## src/rtl/wb_stage.sv

```systemverilog
// Purpose: MIPS writeback stage; aligns and extends load data and drives the registered RF write port.
// Latency: 1 cycle from accept (non-load) or from dmem_rvalid (load) to wb_wreg_o.en.
// Backpressure: in_ready is low while a load is outstanding or being drained.
//
// Ports: clk/rst (async active-high); in_valid/in_ready handshake with in_wreg, in_is_load,
// in_load_op, in_byte_off from MEM; dmem_rdata/dmem_rvalid read response; flush kill;
// wb_wreg_o write port, align_err pulse, busy status.

package wb_stage_pkg;
  typedef struct packed {
    logic        en;
    logic [4:0]  addr;
    logic [31:0] data;
  } reg_t;
endpackage

module wb_stage
  import wb_stage_pkg::*;
#(
  parameter int DATA_W = 32
) (
  input  logic              clk,
  input  logic              rst,
  input  logic              in_valid,
  output logic              in_ready,
  input  reg_t              in_wreg,
  input  logic              in_is_load,
  input  logic [2:0]        in_load_op,
  input  logic [1:0]        in_byte_off,
  input  logic [DATA_W-1:0] dmem_rdata,
  input  logic              dmem_rvalid,
  input  logic              flush,
  output reg_t              wb_wreg_o,
  output logic              align_err,
  output logic              busy
);

  localparam logic [1:0] IDLE      = 2'd0;
  localparam logic [1:0] WAIT_LOAD = 2'd1;
  localparam logic [1:0] DRAIN     = 2'd2;

  logic [1:0] state_q, state_d;
  reg_t       wreg_q, wreg_d;
  logic       align_err_q, align_err_d;
  logic       cap_en_q, cap_en_d;
  logic [4:0] cap_addr_q, cap_addr_d;
  logic [2:0] cap_op_q, cap_op_d;
  logic [1:0] cap_off_q, cap_off_d;

  logic        aligned;
  logic [7:0]  ld_byte;
  logic [15:0] ld_half;
  logic [31:0] ld_val;

  assign in_ready  = (state_q == IDLE);
  assign busy      = (state_q != IDLE);
  assign wb_wreg_o = wreg_q;
  assign align_err = align_err_q;

  // Op codes 5..7 behave as LW, so they fall into the word rule.
  always_comb begin
    case (in_load_op)
      3'd0, 3'd1: aligned = 1'b1;
      3'd2, 3'd3: aligned = ~in_byte_off[0];
      default:    aligned = (in_byte_off == 2'd0);
    endcase
  end

  // Lane select and extension from the captured op/offset.
  always_comb begin
    case (cap_off_q)
      2'd0:    ld_byte = dmem_rdata[7:0];
      2'd1:    ld_byte = dmem_rdata[15:8];
      2'd2:    ld_byte = dmem_rdata[23:16];
      default: ld_byte = dmem_rdata[31:24];
    endcase
    ld_half = cap_off_q[1] ? dmem_rdata[31:16] : dmem_rdata[15:0];
    case (cap_op_q)
      3'd0:    ld_val = {{24{ld_byte[7]}}, ld_byte};
      3'd1:    ld_val = {24'd0, ld_byte};
      3'd2:    ld_val = {{16{ld_half[15]}}, ld_half};
      3'd3:    ld_val = {16'd0, ld_half};
      default: ld_val = dmem_rdata[31:0];
    endcase
  end

  always_comb begin
    state_d     = state_q;
    wreg_d      = '0;      // writes are single-cycle pulses
    align_err_d = 1'b0;
    cap_en_d    = cap_en_q;
    cap_addr_d  = cap_addr_q;
    cap_op_d    = cap_op_q;
    cap_off_d   = cap_off_q;
    case (state_q)
      IDLE: begin
        // Stray dmem_rvalid is ignored here.
        if (in_valid && !flush) begin
          if (!in_is_load) begin
            wreg_d    = in_wreg;
            wreg_d.en = in_wreg.en && (in_wreg.addr != 5'd0);
          end else if (aligned) begin
            cap_en_d   = in_wreg.en;
            cap_addr_d = in_wreg.addr;
            cap_op_d   = in_load_op;
            cap_off_d  = in_byte_off;
            state_d    = WAIT_LOAD;
          end else begin
            align_err_d = 1'b1;
          end
        end
      end
      WAIT_LOAD: begin
        if (dmem_rvalid) begin
          state_d = IDLE;
          if (!flush) begin
            wreg_d.en   = cap_en_q && (cap_addr_q != 5'd0);
            wreg_d.addr = cap_addr_q;
            wreg_d.data = ld_val;
          end
        end else if (flush) begin
          // The response is still coming; swallow it in DRAIN.
          state_d = DRAIN;
        end
      end
      DRAIN: begin
        if (dmem_rvalid) state_d = IDLE;
      end
      default: state_d = IDLE;
    endcase
  end

  always_ff @(posedge clk or posedge rst) begin
    if (rst) begin
      state_q     <= IDLE;
      wreg_q      <= '0;
      align_err_q <= 1'b0;
      cap_en_q    <= 1'b0;
      cap_addr_q  <= 5'd0;
      cap_op_q    <= 3'd0;
      cap_off_q   <= 2'd0;
    end else begin
      state_q     <= state_d;
      wreg_q      <= wreg_d;
      align_err_q <= align_err_d;
      cap_en_q    <= cap_en_d;
      cap_addr_q  <= cap_addr_d;
      cap_op_q    <= cap_op_d;
      cap_off_q   <= cap_off_d;
    end
  end

endmodule

```

## config.mk

```make
export PLATFORM = sky130hd
export DESIGN_NAME = wb_stage
export DESIGN_NICKNAME = d
export VERILOG_FILES = /design/src/rtl/wb_stage.sv
export SDC_FILE = /design/constraint.sdc
export NUM_CORES = 1
export LEC_CHECK = 0
export BUFFER_PORTS_ARGS = -buffer_cell sky130_fd_sc_hd__buf_2
export CAP_MARGIN = 20
export CORE_MARGIN = 2
export CORE_UTILIZATION = 47
export CTS_CLUSTER_DIAMETER = 150
export DETAILED_ROUTE_END_ITERATION = 10
export PLACE_DENSITY = 0.81
export SETUP_SLACK_MARGIN = 0.1
export SYNTH_ARGS = -nofsm -noshare
export SYNTH_HDL_FRONTEND = slang
export SYNTH_SLANG_ARGS = --single-unit
```

## constraint.sdc

```tcl
create_clock -name clk -period 2.3 [get_ports clk]
set_input_delay 0.23 -clock clk [delete_from_list [all_inputs] [get_ports clk]]
set_output_delay 0.23 -clock clk [all_outputs]
set_load 0.1 [all_outputs]
```

==> results by group, run 1 <==
Run status
  – Outcome: complete, no violations

Clock network
  – CTS Root Cell: clkbuf_8
  – CTS Buf Count: 5
  – TritonCTS clock tree: done
  – H-tree Lvls: 2
  – Clk sink count: 52
  – Clock transition at path regs: 0.09 ns
  – Worst-case clock buffer depth: 2
  – # Post-CTS Setup Buffers: 0
  – Clock latency at the later pin of the worst-skew pair: 0.30 ns

Critical path
  – Critical Path Sink: wb_wreg_o[1]$_DFF_PP0_
  – CP cell instances: nor4b_1 -> nor2b_4 -> buf_4 -> a21oi_1 -> a22oi_1
  – Crit path launch: state_q[1]$_DFFE_PP0P_
  – Crit start category: flip-flop
  – Worst EP arrival: 2.23 ns
  – Slack of the worst reg-to-reg path: 0.28 ns
  – Worst Path Max Fanout: 16
  – CP delay by family, top: simple AND/OR/NAND/NOR gates
  – Critical path depth in cells: 5
  – Setup CP Type: flip-flop to flip-flop
  – Reg2Reg Depth: 5
  – Critical path's largest stage delay: 0.53 ns
  – Crit-path slowest cell: nor4b_1
  – Worst Setup End Kind: flip-flop
  – R2R Path End: wb_wreg_o[1]$_DFF_PP0_
  – Reg-to-Reg Start: state_q[1]$_DFFE_PP0P_
  – WP buf/inv: 1
  – Req. time, crit path: 2.52 ns

Yosys
  – Post-synthesis simple-gate area fraction: 10.69%
  – Post-Synthesis Cells: 239
  – Ys Warns: 0
  – Synth Register Bits: 52
  – EDFF count, synth: 0
  – Largest family of logic cells by synthesized area: compound AO/OA/AOI/OAI gates
  – Async set-reset flop share out of synthesis: 100.0%
  – Post-synthesis area per instance: 10.93 µm²
  – Syn Nets: 320
  – Synth Area in Adders: 0%
  – Unique cell type count in the Yosys netlist: 33
  – Top_reg_cell synth: dfrtp_1
  – Synthesized area: 2611 µm²
  – Seq/Total Area, Yosys: 49.83%
  – Synth Area in XOR/XNOR: 0%
  – Synth Area in Compound Gates: 25.92%
  – Mux contribution to synthesized area: 9.487%

GRT
  – Initial antenna violation count: 0
  – First-pass GRT wire length: 11060 µm
  – All-Layer GR Usage: 22.91%
  – Overflow after GRT: 0
  – Vias in the first global route: 2328
  – Largest net degree at the start of global routing: 32

Routing
  – Final wirelength: 6945 µm
  – Residual DRC count: 0
  – Post-route ant nets: 0
  – DRT Pass-1 Iters: 4
  – Vias per cell: 5.629
  – Iter 0 DRT Violations: 162
  – WL/cell: 16.00 µm
  – Via count: 2443

STA
  – Unrepaired setup endpoints after global routing: false
  – Max-slew violations: 0
  – Worst Skew: 0.005464 ns
  – Final period utilization: 87.70%
  – Max Fclk: 0.4957 GHz
  – Setup TNS: 0 ns
  – Worst hold slack: 0.1127 ns
  – Measured slew at the worst slew-check pin: 0.8816 ns
  – Max-slew headroom: 41.23%
  – Tmin final: 2.017 ns
  – Setup violators final: 0
  – Final Hold Viols: 0

Placed design
  – Cell Area, Placed: 3306 µm²
  – # placed instances: 425
  – Gp weighted congestion: 0.8740
  – I/O Buffers: 121
  – Post-DP HPWL: 5394 µm

Floorplan
  – IO Pins: 122
  – Die width: 78.54 µm
  – Core Area: 5439 µm²
  – # rows: 27
  – Initial Util: 48.01%
  – DIE HEIGHT: 78.54 µm
  – Die area: 6168 µm²

Power and ir drop
  – Worst VDD drop: 0.4866 mV
  – Pwr Density: 737.4 nW/µm²
  – Static leakage: 1.751 nW

Cells and area
  – Fraction of layout cells with a size suffix above 1: 49.17%
  – Sequential cell area: 1301 µm²
  – Most frequent cells in the layout: buf_2 (121), dfrtp_1 (52), nand2_1 (27), mux2_2 (22), o21ai_0 (19)
  – ANT cells: 0
  – Multi-input logic area: 1214 µm²
  – Final core utilization: 62.80%
  – Final #Nets: 442
  – Design area: 3416 µm²
  – Post-Layout Cell Count: 434
  – Most common cell after layout, fill and taps aside: buf_2
  – Fillers: 478
  – Area grow syn2layout: 30.81%

Worst hold path
  – Hold Path Stages: 2
  – Worst Hold Class: primary input to flip-flop

Flow run
  – Max Cap Viol: 0
-- cells in the mapped netlist (4+ instances only) --
cell | count | share of area [%]
a21oi_1 | 15 | 2.9
a221o_1 | 6 | 2.3
a221o_2 | 10 | 4.3
a22o_1 | 5 | 1.7
a22oi_1 | 7 | 2.0
a32o_1 | 15 | 5.7
buf_2 | 4 | 0.77
clkbuf_1 | 10 | 1.4
dfrtp_1 | 52 | 50
inv_1 | 4 | 0.57
mux2_2 | 22 | 9.5
nand2_1 | 27 | 3.9
nand2b_1 | 8 | 1.9
nor2_1 | 12 | 1.7
o21ai_0 | 19 | 3.6
-- flip-flops by register name, summed over array words and instances (netlist names) --
| name | count |
|---|---|
| cap_off_q | 2 |
| cap_en_q | 1 |
| cap_op_q | 3 |
| align_err | 1 |
| state_q | 2 |
| wb_wreg_o | 38 |
| cap_addr_q | 5 |
-- worst reg2reg max path, delay by kind of cell (launching register included) --
| kind | cells | cell delay (ns) |
|---|---|---|
| buf+inv | 1 | 0.23 |
| flops | 1 | 0.44 |
| compound gates | 2 | 0.25 |
| simple gates | 2 | 1.01 |
-- power by group --
part           switching [mW]  internal (mW)  total (mW)
logic                   0.593          0.328       0.922
clock network           0.294          0.244       0.538
registers              0.0656          0.994        1.06
total                   0.953           1.57        2.52
-- cells by family after synthesis --
kind of cell / Yosys count
buf+inv: 22
mux: 22
compound gates: 84
simple gates: 59
flops: 52
-- stage by stage --
stage / setup slack [ns] / power [mW]
CTS: 0.2180 / 2.524
finish: 0.2828 / 2.519
global placement: 0.3653 / 1.969
floorplan: 0.4469 / 1.741
detailed placement: 0.2509 / 1.986
global route: 0.1393 / 2.654
-- routing by layer --
metal  track usage, %  up-vias  part of all wire [%]
li1                 -     1139                     -
met4            9.123        0                   2.5
met1            29.55     1186                    41
met5                0        -                     0
met2            37.69      103                    50
met3            4.713       15                   6.8
-- timing repair --
action                                 CTS  global route
gates resized for setup                  0             1
endpoints found under the hold margin   21             0
hold buffers                             1             0
setup endpoints to repair                0            13
-- final cells by class --
type	instances	area share (%)
clock buffer	6	2.418
clock inverter	2	0.4396
sequential	52	38.10
multi-input combinational	165	35.53
inverter	4	0.4396
timing repair buffer	133	20.44
tap	72	2.637
-- worst min-delay path by stage --
stage	end	startpoint	slack [ns]
2_1_floorplan	state_q[1]$_DFFE_PP0P_	dmem_rvalid	0.30
3_3_place_gp	wb_wreg_o[3]$_DFF_PP0_	rst	0.26
3_5_place_dp	wb_wreg_o[3]$_DFF_PP0_	rst	0.26
4_1_cts	state_q[1]$_DFFE_PP0P_	dmem_rvalid	0.11
5_1_grt	state_q[1]$_DFFE_PP0P_	dmem_rvalid	0.12
6_report	state_q[1]$_DFFE_PP0P_	dmem_rvalid	0.11
No activity file was read; power rests on OpenSTA's default activity.
==> run 2: changes to the inputs <==
- BUFFER_PORTS_ARGS: -buffer_cell sky130_fd_sc_hd__buf_2 -> unset
- CORE_MARGIN: 2 -> 5
- CORE_UTILIZATION: 47 -> 55
- DONT_BUFFER_PORTS: unset -> 1
- PLACE_DENSITY: 0.81 -> 0.7
- SKIP_LAST_GASP: unset -> 1
==> results by group, run 2 (synthesis gave the netlist of run 1 again) <==
STA
  – Final period utilization: 88.66% (+0.95 points)
  – Tmin final: 2.039 ns (+0.02193 ns)
  – Unrepaired setup endpoints after global routing: false
  – Setup TNS: 0 ns (unchanged)
  – Measured slew at the worst slew-check pin: 0.9997 ns (+0.1182 ns)
  – Setup violators final: 0 (unchanged)
  – Max Fclk: 0.4904 GHz (-1.1%)
  – Final Hold Viols: 0 (unchanged)
  – Worst Skew: 0.007027 ns (+0.001564 ns)
  – Max-slew violations: 0 (unchanged)
  – Max-slew headroom: 33.35% (-7.9 points)

Cells and area
  – Area grow syn2layout: 8.241%
  – Design area: 2826 µm² (-17%)
  – Multi-input logic area: 1211 µm² (-0.21%)
  – ANT cells: 0 (unchanged)
  – Most common cell after layout, fill and taps aside: dfrtp_1
  – Final core utilization: 60.64% (-2.2 points)
  – Most frequent cells in the layout: dfrtp_1 (52), nand2_1 (27), mux2_2 (22), o21ai_0 (19)
  – Max reg flops: 38 (unchanged)
  – Fraction of layout cells with a size suffix above 1: 23.67% (-25 points)
  – Final #Nets: 325 (-26%)
  – Sequential cell area: 1301 µm² (unchanged)
  – Post-Layout Cell Count: 299 (-31%)
  – Fillers: 375 (-22%)

Clock network
  – H-tree Lvls: 2 (unchanged)
  – TritonCTS clock tree: done
  – Clock latency at the later pin of the worst-skew pair: 0.30 ns (about the same)
  – Worst-case clock buffer depth: 2 (unchanged)
  – Clk sink count: 52 (unchanged)
  – # Post-CTS Setup Buffers: 0 (unchanged)
  – CTS Buf Count: 5 (unchanged)
  – CTS Root Cell: clkbuf_8
  – Clock transition at path regs: 0.09 ns (about the same)

Placed design
  – Cell Area, Placed: 2713 µm² (-18%)
  – Gp weighted congestion: 0.7783 (-11%)
  – # placed instances: 289 (-32%)
  – I/O Buffers: 0 (-100%)
  – Post-DP HPWL: 5072 µm (-6.0%)

Routing
  – Via count: 1987 (-19%)
  – Met3 wire length: 731 µm (+54%)
  – Post-route ant nets: 0 (unchanged)
  – Iter 0 DRT Violations: 164 (+1.2%)
  – Met2 WL: 3493 µm (+1.3%)
  – Residual DRC count: 0 (unchanged)
  – DRT Pass-1 Iters: 4 (unchanged)
  – WL met1: 2495 µm (-12%)
  – Final wirelength: 6861 µm (-1.2%)
  – Vias per cell: 6.645 (+18%)
  – Top Metal Used: met4
  – WL/cell: 22.95 µm (+43%)

Flow run
  – Max Cap Viol: 0 (unchanged)

GRT
  – Vias in the first global route: 2074 (-11%)
  – Initial antenna violation count: 0 (unchanged)
  – First-pass GRT wire length: 10860 µm (-1.8%)
  – Overflow after GRT: 0 (unchanged)
  – All-Layer GR Usage: 22.84% (-0.069 points)
  – Largest net degree at the start of global routing: 53 (+66%)

Critical path
  – Setup CP Type: flip-flop to flip-flop
  – R2R Path End: wb_wreg_o[31]$_DFF_PP0_
  – Crit start category: flip-flop
  – Slack of the worst reg-to-reg path: 0.26 ns (-0.02 ns)
  – Worst Setup End Kind: flip-flop
  – Reg-to-Reg Start: cap_off_q[1]$_DFFE_PP0P_
  – Worst Path Max Fanout: 16 (unchanged)
  – Worst EP arrival: 2.28 ns (+0.05 ns)
  – Req. time, crit path: 2.54 ns (+0.02 ns)
  – Reg2Reg Depth: 4 (-1)

Worst hold path
  – Worst Hold End: state_q[0]$_DFFE_PP0P_
  – Hold Path Stages: 1 (-1)
  – HP Start: flush
  – Worst Hold Class: primary input to flip-flop

Power and ir drop
  – Pwr Density: 852.8 nW/µm² (+16%)
  – Static leakage: 1.241 nW (-29%)
  – Worst VDD drop: 0.4810 mV (-1.2%)

Floorplan
  – Initial Util: 56.03% (+8.0 points)
  – IO Pins: 122 (unchanged)
  – DIE HEIGHT: 78.91 µm (+0.47%)
  – Die area: 6226 µm² (+0.94%)
  – # rows: 25 (-7.4%)
  – Core Area: 4661 µm² (-14%)
  – Die width: 78.91 µm (+0.47%)

Run status
  – Outcome: complete, no violations
run 2: cell types whose count changed in the layout (fill, tap and decap cells not counted):
cell,previous run,this run
buf_4,11,13
nor2_1,11,12
buf_12,0,1
dlygate4sd3_1,1,2
nor2_2,1,0
buf_2,121,0
clkbuf_1,0,1
clkinvlp_4,2,1
run 2: timing repair:
item | 4_1_cts | 5_1_grt
endpoints found under the hold margin | 7 | 0
gates resized for setup | 0 | 0
hold buffers | 2 | 0
endpoints found under the setup margin | 0 | 1
run 2: per-stage QoR:
stage	worst slack [ns]	hold WS [ns]	total power, mW
final	0.2609	0.02608	2.410
after global routing	0.1004	0.008291	2.554
after CTS	0.2237	0.01084	2.429
after detailed placement	0.2421	0.3018	1.892
after global placement	0.3508	0.2978	1.875
after floorplan	0.4469	0.2964	1.741
run 2: where the power goes:
group	switching, mW	internal, mW
combinational	0.331	0.273
sequential	0.280	0.990
clock	0.291	0.245
total	0.902	1.51
run 2: worst max path at each step:
stage	slack, ns	depth (start not counted)	start	to
2_1_floorplan	0.45	2	state_q[1]$_DFFE_PP0P_	in_ready
3_3_place_gp	0.35	4	cap_op_q[1]$_DFFE_PP0P_	wb_wreg_o[24]$_DFF_PP0_
3_5_place_dp	0.24	4	cap_op_q[1]$_DFFE_PP0P_	wb_wreg_o[31]$_DFF_PP0_
4_1_cts	0.22	4	cap_op_q[1]$_DFFE_PP0P_	wb_wreg_o[31]$_DFF_PP0_
5_1_grt	0.10	4	cap_off_q[1]$_DFFE_PP0P_	wb_wreg_o[31]$_DFF_PP0_
6_report	0.26	4	cap_off_q[1]$_DFFE_PP0P_	wb_wreg_o[31]$_DFF_PP0_
run 2: worst max-delay path: stages, from the launching register on:
cell and delay (ns):
dfrtp_1 0.45, mux2_2 0.25, nand2_1 0.09, a2111oi_4 0.94, a221o_2 0.24
run 2: final cells by class:
class / count / area share [%]
inverters: 4 / 0.5312
repair buffers: 16 / 4.869
flip-flops and latches: 52 / 46.04
clock inverters: 1 / 0.2656
well taps: 54 / 2.390
clock buffers: 7 / 3.054
multi-input cells: 165 / 42.85
run 2: routing by layer:
metal	GRT usage, %	vias up
met5	0	-
met2	39.22	91
met3	8.503	10
met4	7.560	0
li1	-	906
met1	26.35	980
==> run 3: changes to the inputs <==
- CORE_UTILIZATION: 55 -> 62
- MAX_ROUTING_LAYER: unset -> met4
- PLACE_DENSITY: 0.7 -> 0.78
==> results by group, run 3 (synthesis gave the netlist of run 1 again) <==
Run status
  – Outcome: complete, no violations

Critical path
  – Worst Path Max Fanout: 16 (unchanged)
  – CP cell instances: and2b_1 -> a22oi_4 -> a2111oi_4 -> a221o_1
  – Critical path's largest stage delay: 0.83 ns (-0.11 ns)
  – R2R Path End: wb_wreg_o[17]$_DFF_PP0_
  – Worst EP arrival: 2.27 ns (about the same)
  – Crit-path slowest cell: a2111oi_4
  – Crit start category: flip-flop
  – Reg2Reg Depth: 4 (unchanged)
  – Setup CP Type: flip-flop to flip-flop
  – Worst Setup End Kind: flip-flop
  – Req. time, crit path: 2.54 ns (about the same)
  – Reg-to-Reg Start: cap_op_q[1]$_DFFE_PP0P_
  – Slack of the worst reg-to-reg path: 0.28 ns (+0.02 ns)

Clock network
  – H-tree Lvls: 2 (unchanged)
  – Clock transition at path regs: 0.10 ns (about the same)
  – Clk sink count: 52 (unchanged)
  – CTS Root Cell: clkbuf_8
  – # Post-CTS Setup Buffers: 0 (unchanged)
  – TritonCTS clock tree: done
  – CTS Buf Count: 5 (unchanged)
  – Clock latency at the later pin of the worst-skew pair: 0.31 ns (about the same)
  – Worst-case clock buffer depth: 2 (unchanged)
  – PostCTS Resize Cnt: 0 (unchanged)

Routing
  – Residual DRC count: 0 (unchanged)
  – Iter 0 DRT Violations: 348 (+110%)
  – Post-route ant nets: 0 (unchanged)
  – Via count: 2075 (+4.4%)
  – Final wirelength: 6964 µm (+1.5%)
  – DRT Pass-1 Iters: 6 (+2)
  – Vias per cell: 7.106 (+6.9%)
  – WL/cell: 23.85 µm (+3.9%)

Worst hold path
  – Hold Path Stages: 1 (unchanged)
  – Worst Hold End: state_q[0]$_DFFE_PP0P_
  – HP Start: flush
  – Worst Hold Class: primary input to flip-flop

GRT
  – Overflow after GRT: 0 (unchanged)
  – Largest net degree at the start of global routing: 53 (unchanged)
  – First-pass GRT wire length: 10400 µm (-4.3%)
  – Vias in the first global route: 2027 (-2.3%)
  – All-Layer GR Usage: 25.33% (+2.5 points)
  – Initial antenna violation count: 0 (unchanged)

STA
  – Setup violators final: 0 (unchanged)
  – Worst Skew: 0.007456 ns (+0.0004290 ns)
  – Final Hold Viols: 0 (unchanged)
  – Setup WS post-layout: 0.2774 ns (+0.01653 ns)
  – Max-slew headroom: 38.96% (+5.6 points)
  – Unrepaired setup endpoints after global routing: false
  – Final period utilization: 87.94% (-0.72 points)
  – Measured slew at the worst slew-check pin: 0.9156 ns (-0.08417 ns)
  – Tmin final: 2.023 ns (-0.01653 ns)
  – Setup TNS: 0 ns (unchanged)
  – Max Fclk: 0.4944 GHz (+0.82%)
  – Max-slew violations: 0 (unchanged)

Floorplan
  – # rows: 23 (-8.0%)
  – Die area: 5609 µm² (-9.9%)
  – IO Pins: 122 (unchanged)
  – Die width: 74.90 µm (-5.1%)
  – DIE HEIGHT: 74.90 µm (-5.1%)
  – Initial Util: 64.81% (+8.8 points)
  – Core Area: 4029 µm² (-14%)

Placed design
  – Post-DP HPWL: 5210 µm (+2.7%)
  – I/O Buffers: 0 (unchanged)
  – Gp weighted congestion: 0.8557 (+9.9%)
  – Post-place setup slack: 0.2454 ns (+0.003295 ns)
  – # placed instances: 279 (-3.5%)

Cells and area
  – Fraction of layout cells with a size suffix above 1: 22.73% (-0.95 points)
  – Area grow syn2layout: 8.194% (about the same)
  – ANT cells: 0 (unchanged)
  – Post-Layout Cell Count: 292 (-2.3%)
  – Final core utilization: 70.12% (+9.5 points)
  – Max reg flops: 38 (unchanged)
  – Most frequent cells in the layout: dfrtp_1 (52), nand2_1 (27), mux2_2 (22), o21ai_0 (19)
  – Sequential cell area: 1301 µm² (unchanged)
  – Multi-input logic area: 1211 µm² (unchanged)
  – Fillers: 291 (-22%)
  – Most common cell after layout, fill and taps aside: dfrtp_1
  – Final #Nets: 322 (-0.92%)

Power and ir drop
  – Static leakage: 1.233 nW (-0.69%)
  – Worst VDD drop: 0.4823 mV (+0.27%)
  – Pwr Density: 855.1 nW/µm² (+0.26%)

Flow run
  – Max Cap Viol: 0 (unchanged)
-- run 3: area by class of cell --
type                       instances  share of cell area, %
sequential                        52                  46.06
multi-input combinational        165                  42.87
timing repair buffer              13                  4.872
clock buffer                       6                  2.923
tap                               50                  2.214
clock inverter                     2                 0.5314
inverter                           4                 0.5314
-- run 3: power by group --
| part | leakage (nW) | switching [mW] | total [mW] | internal [mW] |
|---|---|---|---|---|
| registers | 0.695 | 0.276 | 1.27 | 0.990 |
| clock network | 0.0434 | 0.299 | 0.543 | 0.244 |
| logic | 0.494 | 0.338 | 0.607 | 0.269 |
| total | 1.23 | 0.913 | 2.42 | 1.50 |
-- run 3: critical path: cells and delay by family, from the launching register on --
family	cells	cell delay, ns
flops	1	0.48
simple gates	1	0.28
compound gates	3	1.20
-- run 3: through the flow --
step,total power [mW],instance area (µm²),hold slack [ns]
after floorplan,1.741,2611,0.2964
after global placement,1.846,2663,0.2990
after detailed placement,1.873,2663,0.3018
after CTS,2.405,2770,0.001771
after global routing,2.525,2825,0.007019
final,2.416,2825,0.01907
-- run 3: what timing repair did --
item / CTS / global route
hold endpoints to repair: 1 / 27
endpoints found under the setup margin: 0 / 16
hold buffers: 1 / 2
-- run 3: worst max-delay path by stage --
stage / depth (start not counted) / start / endpoint
after floorplan: 2 / state_q[1]$_DFFE_PP0P_ / in_ready
after global placement: 4 / cap_op_q[1]$_DFFE_PP0P_ / wb_wreg_o[24]$_DFF_PP0_
after detailed placement: 4 / cap_op_q[1]$_DFFE_PP0P_ / wb_wreg_o[26]$_DFF_PP0_
after CTS: 4 / cap_op_q[1]$_DFFE_PP0P_ / wb_wreg_o[26]$_DFF_PP0_
after global routing: 4 / cap_op_q[1]$_DFFE_PP0P_ / wb_wreg_o[21]$_DFF_PP0_
final: 4 / cap_op_q[1]$_DFFE_PP0P_ / wb_wreg_o[17]$_DFF_PP0_
-- run 3: layer usage --
metal	track usage [%]	up-vias	wire length, µm
met5	-	-	0
met4	8.103	0	104
met3	7.210	13	788
met2	43.62	130	3630
met1	28.27	1034	2441
li1	-	898	-
